--- src/rtl/note_sequencer.sv ---
// note_sequencer: walks a synchronous song ROM one word per note and decodes
// each word into a beat duration (BDN) and a tone half-period divisor.
// Advances on each rising edge of the note-change controller's cp pulse.
// Optional feature macro: NOTE_SEQ_OCTAVE_EN adds an octave_up input that
// halves the decoded tone divisor at load time.
module note_sequencer #(
    parameter int ADDR_W   = 5,
    parameter int SONG_LEN = 32,
    parameter int CLK_HZ   = 50000000,
    parameter int TONE_W   = 18
) (
    input  logic              clk,
    input  logic              reset,
    input  logic              start,
    input  logic              stop,
    input  logic              loop_en,
    input  logic              cp,
`ifdef NOTE_SEQ_OCTAVE_EN
    input  logic              octave_up,
`endif
    output logic [ADDR_W-1:0] rom_addr,
    input  logic [7:0]        rom_data,
    output logic [5:0]        BDN,
    output logic [TONE_W-1:0] tone_div,
    output logic              mute,
    output logic              playing,
    output logic              done
);

    typedef enum logic [2:0] {
        S_IDLE,
        S_FETCH,
        S_LOAD,
        S_PLAY,
        S_DONE
    } state_t;

    localparam logic [ADDR_W-1:0] LAST_ADDR = ADDR_W'(SONG_LEN - 1);

    // Half-period counts, folded to constants at elaboration.
    function automatic logic [TONE_W-1:0] tone_of(input logic [3:0] code);
        logic [TONE_W-1:0] t;
        case (code)
            4'd1:    t = TONE_W'(CLK_HZ / (2 * 262));
            4'd2:    t = TONE_W'(CLK_HZ / (2 * 277));
            4'd3:    t = TONE_W'(CLK_HZ / (2 * 294));
            4'd4:    t = TONE_W'(CLK_HZ / (2 * 311));
            4'd5:    t = TONE_W'(CLK_HZ / (2 * 330));
            4'd6:    t = TONE_W'(CLK_HZ / (2 * 349));
            4'd7:    t = TONE_W'(CLK_HZ / (2 * 370));
            4'd8:    t = TONE_W'(CLK_HZ / (2 * 392));
            4'd9:    t = TONE_W'(CLK_HZ / (2 * 415));
            4'd10:   t = TONE_W'(CLK_HZ / (2 * 440));
            4'd11:   t = TONE_W'(CLK_HZ / (2 * 466));
            4'd12:   t = TONE_W'(CLK_HZ / (2 * 494));
            default: t = '0;
        endcase
        return t;
    endfunction

    state_t            state_q;
    logic [ADDR_W-1:0] addr_q;
    logic [5:0]        bdn_q;
    logic [TONE_W-1:0] tone_q;
    logic              mute_q;
    logic              playing_q;
    logic              done_q;
    logic              cp_q;

    logic              cp_rise;
    logic [3:0]        note_code;
    logic [2:0]        beat_code;
    logic              rest_d;
    logic              end_mark_d;
    logic [5:0]        bdn_d;
    logic [TONE_W-1:0] tone_d;
    logic              unused_rsvd;

    assign cp_rise     = cp & ~cp_q;
    assign note_code   = rom_data[7:4];
    assign beat_code   = rom_data[2:0];
    assign unused_rsvd = rom_data[3];

    // Decode the ROM word currently on rom_data into note outputs.
    always_comb begin
        rest_d     = (note_code == 4'd0) || (note_code > 4'd12);
        end_mark_d = (beat_code == 3'd0);
        case (beat_code)
            3'd1:    bdn_d = 6'd1;
            3'd2:    bdn_d = 6'd2;
            3'd3:    bdn_d = 6'd3;
            3'd4:    bdn_d = 6'd4;
            3'd5:    bdn_d = 6'd6;
            3'd6:    bdn_d = 6'd8;
            3'd7:    bdn_d = 6'd16;
            default: bdn_d = 6'd0;
        endcase
        tone_d = rest_d ? '0 : tone_of(note_code);
`ifdef NOTE_SEQ_OCTAVE_EN
        if (octave_up) tone_d = tone_d >> 1;
`endif
    end

    // Sequencer FSM with registered outputs; stop/reset override everything.
    always_ff @(posedge clk) begin
        cp_q <= cp;
        if (reset || stop) begin
            state_q   <= S_IDLE;
            addr_q    <= '0;
            bdn_q     <= '0;
            tone_q    <= '0;
            mute_q    <= 1'b1;
            playing_q <= 1'b0;
            done_q    <= 1'b0;
            if (reset) cp_q <= 1'b0;
        end else begin
            case (state_q)
                S_IDLE, S_DONE: begin
                    if (start) begin
                        state_q   <= S_FETCH;
                        addr_q    <= '0;
                        playing_q <= 1'b1;
                        done_q    <= 1'b0;
                    end
                end
                S_FETCH: state_q <= S_LOAD;
                S_LOAD: begin
                    if (end_mark_d && loop_en) begin
                        state_q <= S_FETCH;
                        addr_q  <= '0;
                    end else if (end_mark_d) begin
                        state_q   <= S_DONE;
                        mute_q    <= 1'b1;
                        bdn_q     <= '0;
                        playing_q <= 1'b0;
                        done_q    <= 1'b1;
                    end else begin
                        state_q <= S_PLAY;
                        bdn_q   <= bdn_d;
                        tone_q  <= tone_d;
                        mute_q  <= rest_d;
                    end
                end
                S_PLAY: begin
                    if (cp_rise) begin
                        state_q <= S_FETCH;
                        addr_q  <= (addr_q == LAST_ADDR) ? '0 : addr_q + 1'b1;
                    end
                end
                default: state_q <= S_IDLE;
            endcase
        end
    end

    assign rom_addr = addr_q;
    assign BDN      = bdn_q;
    assign tone_div = tone_q;
    assign mute     = mute_q;
    assign playing  = playing_q;
    assign done     = done_q;

endmodule
--- config.mk ---
export PLATFORM = sky130hd
export DESIGN_NAME = note_sequencer
export DESIGN_NICKNAME = d
export VERILOG_FILES = /design/src/rtl/note_sequencer.sv
export SDC_FILE = /design/constraint.sdc
export NUM_CORES = 1
export LEC_CHECK = 0
export CAP_MARGIN = 25
export CORE_UTILIZATION = 45
export CTS_BUF_LIST = sky130_fd_sc_hd__clkbuf_4
export CTS_CLUSTER_DIAMETER = 100
export CTS_CLUSTER_SIZE = 14
export DETAILED_ROUTE_END_ITERATION = 12
export GPL_TIMING_DRIVEN = 0
export PLACE_DENSITY = 0.74
export SKIP_LAST_GASP = 1
export SLEW_MARGIN = 20
export SYNTH_ARGS = -nofsm -noshare
export SYNTH_HDL_FRONTEND = slang
export SYNTH_SLANG_ARGS = --single-unit
--- constraint.sdc ---
create_clock -name clk -period 2.15 [get_ports clk]
set_input_delay 0.3225 -clock clk [delete_from_list [all_inputs] [get_ports clk]]
set_output_delay 0.3225 -clock clk [all_outputs]
set_load 0.005 [all_outputs]
==> impl_metrics.tcl, run 1 <==
set metrics [dict create \
    pin_count 46 \
    multi_input_area_sq_um 1040 \
    post-route-worst-setup-slack_ns 0.140 \
    worstHoldPathType "in -> reg" \
    status "completed" \
    yosys_register_bits 34 \
    routed_via_density 5.55 \
    report.final.hold_viol_count 0 \
    rrSetupSlack_ns 0.19 \
    cp.arrival_ns 2.28 \
    min_period_over_period_pct 93.5 \
    maximum_number_of_pins_on_one_net_before_global_route_repair 11 \
    critPathRequiredTime_ns 2.42 \
    power.share.clock_pct 29.0 \
    rows 22 \
    finalClockSkew_ns 0.00647 \
    drv.max_cap_violation_count 0 \
    transition_time_at_the_pin_with_the_least_slew_margin_ns 0.533 \
    async_flop_share_pct 0 \
    numCtsBuffers 5 \
    slowest_delay_ns 0.71 \
    register_area_sq_um 681 \
    dp.cells 298 \
    timing.max_slew.rel_slack_pct 64.5 \
    ys_warn_count 0 \
    tritoncts "yes" \
    fillers 352 \
    clock-root-buffer "sky130_fd_sc_hd__clkbuf_4" \
    post-route-drc-count 0 \
    critical_path.n_buffers_inverters 3 \
    worstSetupPathType "in -> reg" \
    first_pass_grt_wire_length_mm 7.00 \
    leakage_nw 0.869 \
    grt_util_all_layers_pct 21.3 \
    finalSetupViolations 0 \
    cts.repair_timing.setup_buffer_count 0 \
    grt_antenna_before_repair 0 \
    grt_pass1_vias 1533 \
    gp_congestion 0.889 \
    core_footprint_sq_um 3770 \
    antenna_cells_inserted 0 \
    routed_wl_mm 4.29 \
    global_route.overflow_total 0 \
    sw_frac_of_total_pct 27.1 \
    startpoint_type "primary input" \
    syn_to_final_growth_pct 28.0 \
    numPortBuffers 40 \
    synth-edff-count 0 \
    worst_ir_drop_vdd_uv 263 \
    width_of_the_die_um 65.8 \
    synth.top_cells.by_area "sky130_fd_sc_hd__dfxtp_1 37%, sky130_fd_sc_hd__a21oi_1 5.2%, sky130_fd_sc_hd__nand2_1 5.1%, sky130_fd_sc_hd__ha_1 4.8%, sky130_fd_sc_hd__o211ai_1 2.9%" \
    detailedPlace.worstSlack_ns -0.157 \
    numClockSinks 34 \
    dr_total_vias 1697 \
    max-clock-path-buffers 2 \
    number_of_resized_instances_in_the_post_cts_repair_step 0 \
    synth_cell_types 53 \
    cts_hold_buf 0 \
    power.density_cell_area_nw_per_um2 481 \
    setup_total_neg_slack_ns 0 \
    fin_total_pwr_mw 1.13 \
    start_util_pct 48.5 \
    drt-wirelength-per-cell_um 14.0 \
    yosysSeqAreaShare_pct 37.2 \
    htreeDepth 2 \
    drt_iter0_markers 135 \
    slowest_stage_cell_on_the_critical_path "sky130_fd_sc_hd__clkdlybuf4s50_1" \
    cts.reportedPaths.clkPinSlew_ns 0.10 \
    crit_path_max_fo 10 \
    mapped_area_sq_um 1830 \
    synthesis.instances 209 \
    p_seq_share_pct 56.9 \
    syn-mean-instance-area_sq_um 8.75 \
    detailed_place_hpwl_mm 3.08 \
    dieHeight_um 65.8 \
    post_layout_instance_count_excluding_filler_cells 306 \
    max_freq_mhz 498 \
    pwr-share-comb_pct 14.1 \
    synth_flop_cell "sky130_fd_sc_hd__dfxtp_1" \
    rsz_0062_raised_after_global_routing "no" \
    die-area_sq_um 4320 \
    internal_power_mw 0.820 \
    timing.final.crit_period_ns 2.01 \
    worst_skew_pair.late_latency_ns 0.33 \
    synth_top_area_share_pct 37.2 \
    critical_path.endpoint_type "flip-flop" \
    first_pass_iters 4 \
    drtAntennaViolNets 0 \
    top_delay_family_on_crit_path "buffers and inverters" \
    synthDominantAreaCellType "sky130_fd_sc_hd__dfxtp_1" \
    timing.final.max_slew_violations 0 \
    final_nets 278 \
    path_cells "clkdlybuf4s50_1 -> inv_1 -> ha_1 -> buf_2 -> nor2_1 -> mux2i_1 -> o211ai_1 -> o211a_1" \
    p_switching_mw 0.305 \
    post_route_cells_drive_above_1_share_pct 10.9 \
]
==> placed cells by master, fill, tap and decap left out, drive strengths merged, types with 2 or more instances in the layout <==
| cell type | Yosys | final |
|---|---|---|
| nand3b | 2 | 2 |
| or3 | 5 | 5 |
| buf | 10 | 10 |
| mux2 | 3 | 3 |
| ha | 7 | 7 |
| or2 | 2 | 2 |
| nand2b | 3 | 3 |
| a211oi | 4 | 4 |
| nand3 | 4 | 4 |
| nand4 | 4 | 4 |
| o211a | 4 | 4 |
| o211ai | 8 | 8 |
| a311oi | 2 | 2 |
| mux2i | 4 | 4 |
| conb | 1 | 2 |
| clkinv | 0 | 3 |
| o21ai | 8 | 8 |
| nor2 | 14 | 14 |
| clkbuf | 5 | 10 |
| o311ai | 2 | 2 |
| nand2 | 26 | 26 |
| nor2b | 6 | 6 |
| a21oi | 22 | 22 |
| or4 | 2 | 2 |
| nor3b | 4 | 4 |
| dfxtp | 34 | 34 |
| inv | 7 | 7 |
| nor3 | 2 | 2 |
| clkdlybuf4s50 | 0 | 40 |
| and3 | 2 | 2 |
==> routing by layer <==
layer	up-vias	part of all wire, %	global-route usage [%]
met2	47	48	36.1
met4	0	1.2	8.97
li1	845	-	-
met3	5	4.9	3.99
met5	-	0	0
met1	800	46	26.0
==> cells in the mapped netlist, drive strengths merged (2+ instances only) <==
cell and number:
a21oi 22, mux2i 4, clkbuf 5, nand4 4, or2 2, or3 5
mux2 3, nand2b 3, o211ai 8, nand3b 2, or4 2, nor2b 6
nor2 14, nand2 26, nor3 2, dfxtp 34, nand3 4, a211oi 4
o311ai 2, o211a 4, o21ai 8, inv 7, buf 10, a311oi 2
nor3b 4, ha 7, and3 2
==> worst min-delay path: stages <==
cell	delay, ns
sky130_fd_sc_hd__buf_2	0.15
sky130_fd_sc_hd__nand4_1	0.08
sky130_fd_sc_hd__a21oi_1	0.06
==> logic make-up after synthesis <==
| group | count (synthesis) | synth area share [%] |
|---|---|---|
| mux | 7 | 4.04 |
| compound gates | 56 | 21.5 |
| flops | 34 | 37.2 |
| fa+ha+maj | 7 | 4.79 |
| other cells | 1 | 0.205 |
| simple gates | 82 | 26.1 |
| buf+inv | 22 | 6.22 |
==> path summary, 6_finish.rpt <==
path	startpoint	endpoint	depth (start not counted)
worst min-delay path	rom_data[2]	BDN[4]	3
worst min register to register	tone_div[15]	tone_div[15]	2
worst max register to register	rom_addr[0]	rom_addr[3]	7
worst max-delay path	rom_data[4]	tone_div[12]	8
==> sequential cells by signal, summed over array words and instances, names as in the netlist <==
name,flops
BDN,5
cp_q,1
done,1
mute,1
playing,1
rom_addr,5
state_q,3
tone_div,17
==> final cells by class <==
class	instances	share of cell area [%]
well taps	48	2.56
repair buffers	40	17.1
clock inverters	3	0.481
multi-input cells	154	44.3
inverters	7	1.12
plain buffers	15	3.74
clock buffers	5	1.60
flip-flops and latches	34	29.1
==> stage by stage <==
stage | instance area [sq um] | hold WS [ns] | util, %
CTS | 2340 | 0.314 | 62.1
detailed placement | 2290 | 0.445 | 60.8
finish | 2340 | 0.321 | 62.1
global route | 2340 | 0.333 | 62.1
floorplan | 1830 | 0.394 | -
global placement | 2290 | 0.443 | 60.8
==> power groups by stage <==
stage               combinational [mW]  clock (mW)  sequential, mW
floorplan                       0.0979           0           0.654
global placement                 0.157           0           0.655
detailed placement               0.157           0           0.655
CTS                              0.158       0.334           0.641
global route                     0.173       0.364           0.642
finish                           0.159       0.326           0.641
Power figures use the tool's default switching activity.
==> run 2: changes to the inputs <==
--- a/config.mk
+++ b/config.mk
@@ -5,14 +5,15 @@
 export SDC_FILE = /design/constraint.sdc
 export NUM_CORES = 1
 export LEC_CHECK = 0
-export CAP_MARGIN = 25
-export CORE_UTILIZATION = 45
+export CELL_PAD_IN_SITES_DETAIL_PLACEMENT = 0
+export CELL_PAD_IN_SITES_GLOBAL_PLACEMENT = 1
+export CORE_UTILIZATION = 37
 export CTS_BUF_LIST = sky130_fd_sc_hd__clkbuf_4
 export CTS_CLUSTER_DIAMETER = 100
 export CTS_CLUSTER_SIZE = 14
 export DETAILED_ROUTE_END_ITERATION = 12
 export GPL_TIMING_DRIVEN = 0
-export PLACE_DENSITY = 0.74
+export PLACE_DENSITY_LB_ADDON = 0.1
 export SKIP_LAST_GASP = 1
 export SLEW_MARGIN = 20
 export SYNTH_ARGS = -nofsm -noshare
==> impl_metrics.tcl, run 2 (synthesis results as in run 1) <==
set metrics [dict create \
    routed_via_density 5.03 \
    fin_total_pwr_mw 1.15 \
    clock-root-buffer "sky130_fd_sc_hd__clkbuf_4" \
    grt_pass1_vias 1523 \
    crit_path_max_fo 5 \
    dr_total_vias 1630 \
    routed_wl_mm 4.31 \
    slowest_delay_ns 0.47 \
    worst_hold_slack_ns 0.300 \
    top_delay_family_on_crit_path "simple AND/OR/NAND/NOR gates" \
    critical_path.endpoint_type "flip-flop" \
    critPathRequiredTime_ns 2.41 \
    detailed_place_hpwl_mm 3.17 \
    post-route-drc-count 0 \
    detailedPlace.worstSlack_ns -0.213 \
    finalClockSkew_ns 0.0138 \
    drv.max_cap_violation_count 0 \
    width_of_the_die_um 72.3 \
    maximum_number_of_pins_on_one_net_before_global_route_repair 11 \
    path_cells "ha_1 -> and3_1 -> ha_1 -> and4bb_1 -> nand2_1 -> or4_1 -> o211ai_1" \
    worst_skew_pair.late_latency_ns 0.33 \
    cts_hold_buf 0 \
    transition_time_at_the_pin_with_the_least_slew_margin_ns 0.568 \
    worstSetupPathType "reg -> reg" \
    die-area_sq_um 5230 \
    rsz_0062_raised_after_global_routing "no" \
    critical_path.n_buffers_inverters 0 \
    timing.final.crit_period_ns 1.95 \
    first_pass_iters 4 \
    grt_antenna_before_repair 0 \
    worst_path_most_repeated_cell "sky130_fd_sc_hd__ha_1" \
    drt_iter0_markers 84 \
    gp_congestion 0.874 \
    report.final.hold_viol_count 0 \
    multi_input_area_sq_um 1040 \
    placed_area_sq_um 2320 \
    status "completed" \
    pin_count 46 \
    drt-wirelength-per-cell_um 13.3 \
    max_freq_mhz 513 \
    number_of_resized_instances_in_the_post_cts_repair_step 0 \
    global_route.overflow_total 0 \
    syn_to_final_growth_pct 29.7 \
    register_area_sq_um 681 \
    min_period_over_period_pct 90.6 \
    numPortBuffers 40 \
    timing.final.max_slew_violations 0 \
    setup_total_neg_slack_ns 0 \
    grt_util_all_layers_pct 17.9 \
    leakage_nw 0.883 \
    cts.repair_timing.setup_buffer_count 0 \
    finalSetupViolations 0 \
    cts.reportedPaths.clkPinSlew_ns 0.11 \
    htreeDepth 2 \
    rows 25 \
    numClockSinks 34 \
    max-clock-path-buffers 2 \
    timing.max_slew.rel_slack_pct 62.1 \
    post_route_cells_drive_above_1_share_pct 11.7 \
    startpoint_type "flip-flop" \
    cp.arrival_ns 2.21 \
    slowest_stage_cell_on_the_critical_path "sky130_fd_sc_hd__or4_1" \
    number_of_flip_flops_in_the_largest_register 17 \
    tritoncts "yes" \
    core_footprint_sq_um 4750 \
    antenna_cells_inserted 0 \
    worst_ir_drop_vdd_uv 207 \
    rrSetupSlack_ns 0.20 \
    post-route-worst-setup-slack_ns 0.202 \
    final_design_area_no_fill_sq_um 2370 \
    fillers 496 \
    final_cell_mix "39 x sky130_fd_sc_hd__clkdlybuf4s50_1, 34 x sky130_fd_sc_hd__dfxtp_1, 25 x sky130_fd_sc_hd__nand2_1" \
    final_nets 278 \
    power.density_cell_area_nw_per_um2 486 \
    dieHeight_um 72.3 \
    start_util_pct 38.5 \
    drtAntennaViolNets 0 \
    first_pass_grt_wire_length_mm 7.22 \
    worstHoldPathType "in -> reg" \
    numCtsBuffers 5 \
    final_common_cell "sky130_fd_sc_hd__clkdlybuf4s50_1" \
]
## run 2: changes by cell type in the layout (fill, tap and decap cells not counted)
cell | previous run | this run
sky130_fd_sc_hd__clkinv_1 | 3 | 0
sky130_fd_sc_hd__clkdlybuf4s50_1 | 40 | 39
sky130_fd_sc_hd__clkbuf_4 | 5 | 7
sky130_fd_sc_hd__dlymetal6s2s_1 | 0 | 1
## run 2: metrics by stage
| step | std cells | utilization [%] |
|---|---|---|
| floorplan | 210 | - |
| detailed placement | 317 | 48.7 |
| global placement | 317 | 48.7 |
| finish | 324 | 49.9 |
| global route | 324 | 49.9 |
| CTS | 324 | 49.8 |
## run 2: power by group
| group | total (mW) | switching (mW) | internal [mW] |
|---|---|---|---|
| clock network | 0.353 | 0.204 | 0.149 |
| registers | 0.640 | 0.00482 | 0.636 |
| logic | 0.159 | 0.0911 | 0.0679 |
## run 2: layer usage
layer	part of all wire [%]	up-vias	global-route usage (%)	wire, um
met5	0	-	0	0
met4	1.3	0	5.88	58
met3	3.8	7	4.58	164
met2	48	30	29.4	2070
met1	47	753	22.9	2010
li1	-	840	-	-
## run 2: final cells by class
type                       instances  area share [%]
clock buffer                       7            2.22
sequential                        34            28.7
buffer                            15            3.69
multi-input combinational        154            43.8
timing repair buffer              40            17.0
inverter                           7            1.11
tap                               67            3.53
## run 2: path summary, 6_finish.rpt
check                               endpoint  depth (start not counted)          from
worst max-delay path             rom_addr[3]                          7   rom_addr[0]
worst min-delay path                  BDN[4]                          3   rom_data[2]
worst min register to register  tone_div[15]                          2  tone_div[15]
worst max register to register   rom_addr[3]                          7   rom_addr[0]
## run 2: worst register-to-register path, cell delays in order, from the launching register on
cell,delay (ns)
sky130_fd_sc_hd__dfxtp_1,0.35
sky130_fd_sc_hd__ha_1,0.21
sky130_fd_sc_hd__and3_1,0.18
sky130_fd_sc_hd__ha_1,0.17
sky130_fd_sc_hd__and4bb_1,0.31
sky130_fd_sc_hd__nand2_1,0.09
sky130_fd_sc_hd__or4_1,0.47
sky130_fd_sc_hd__o211ai_1,0.09
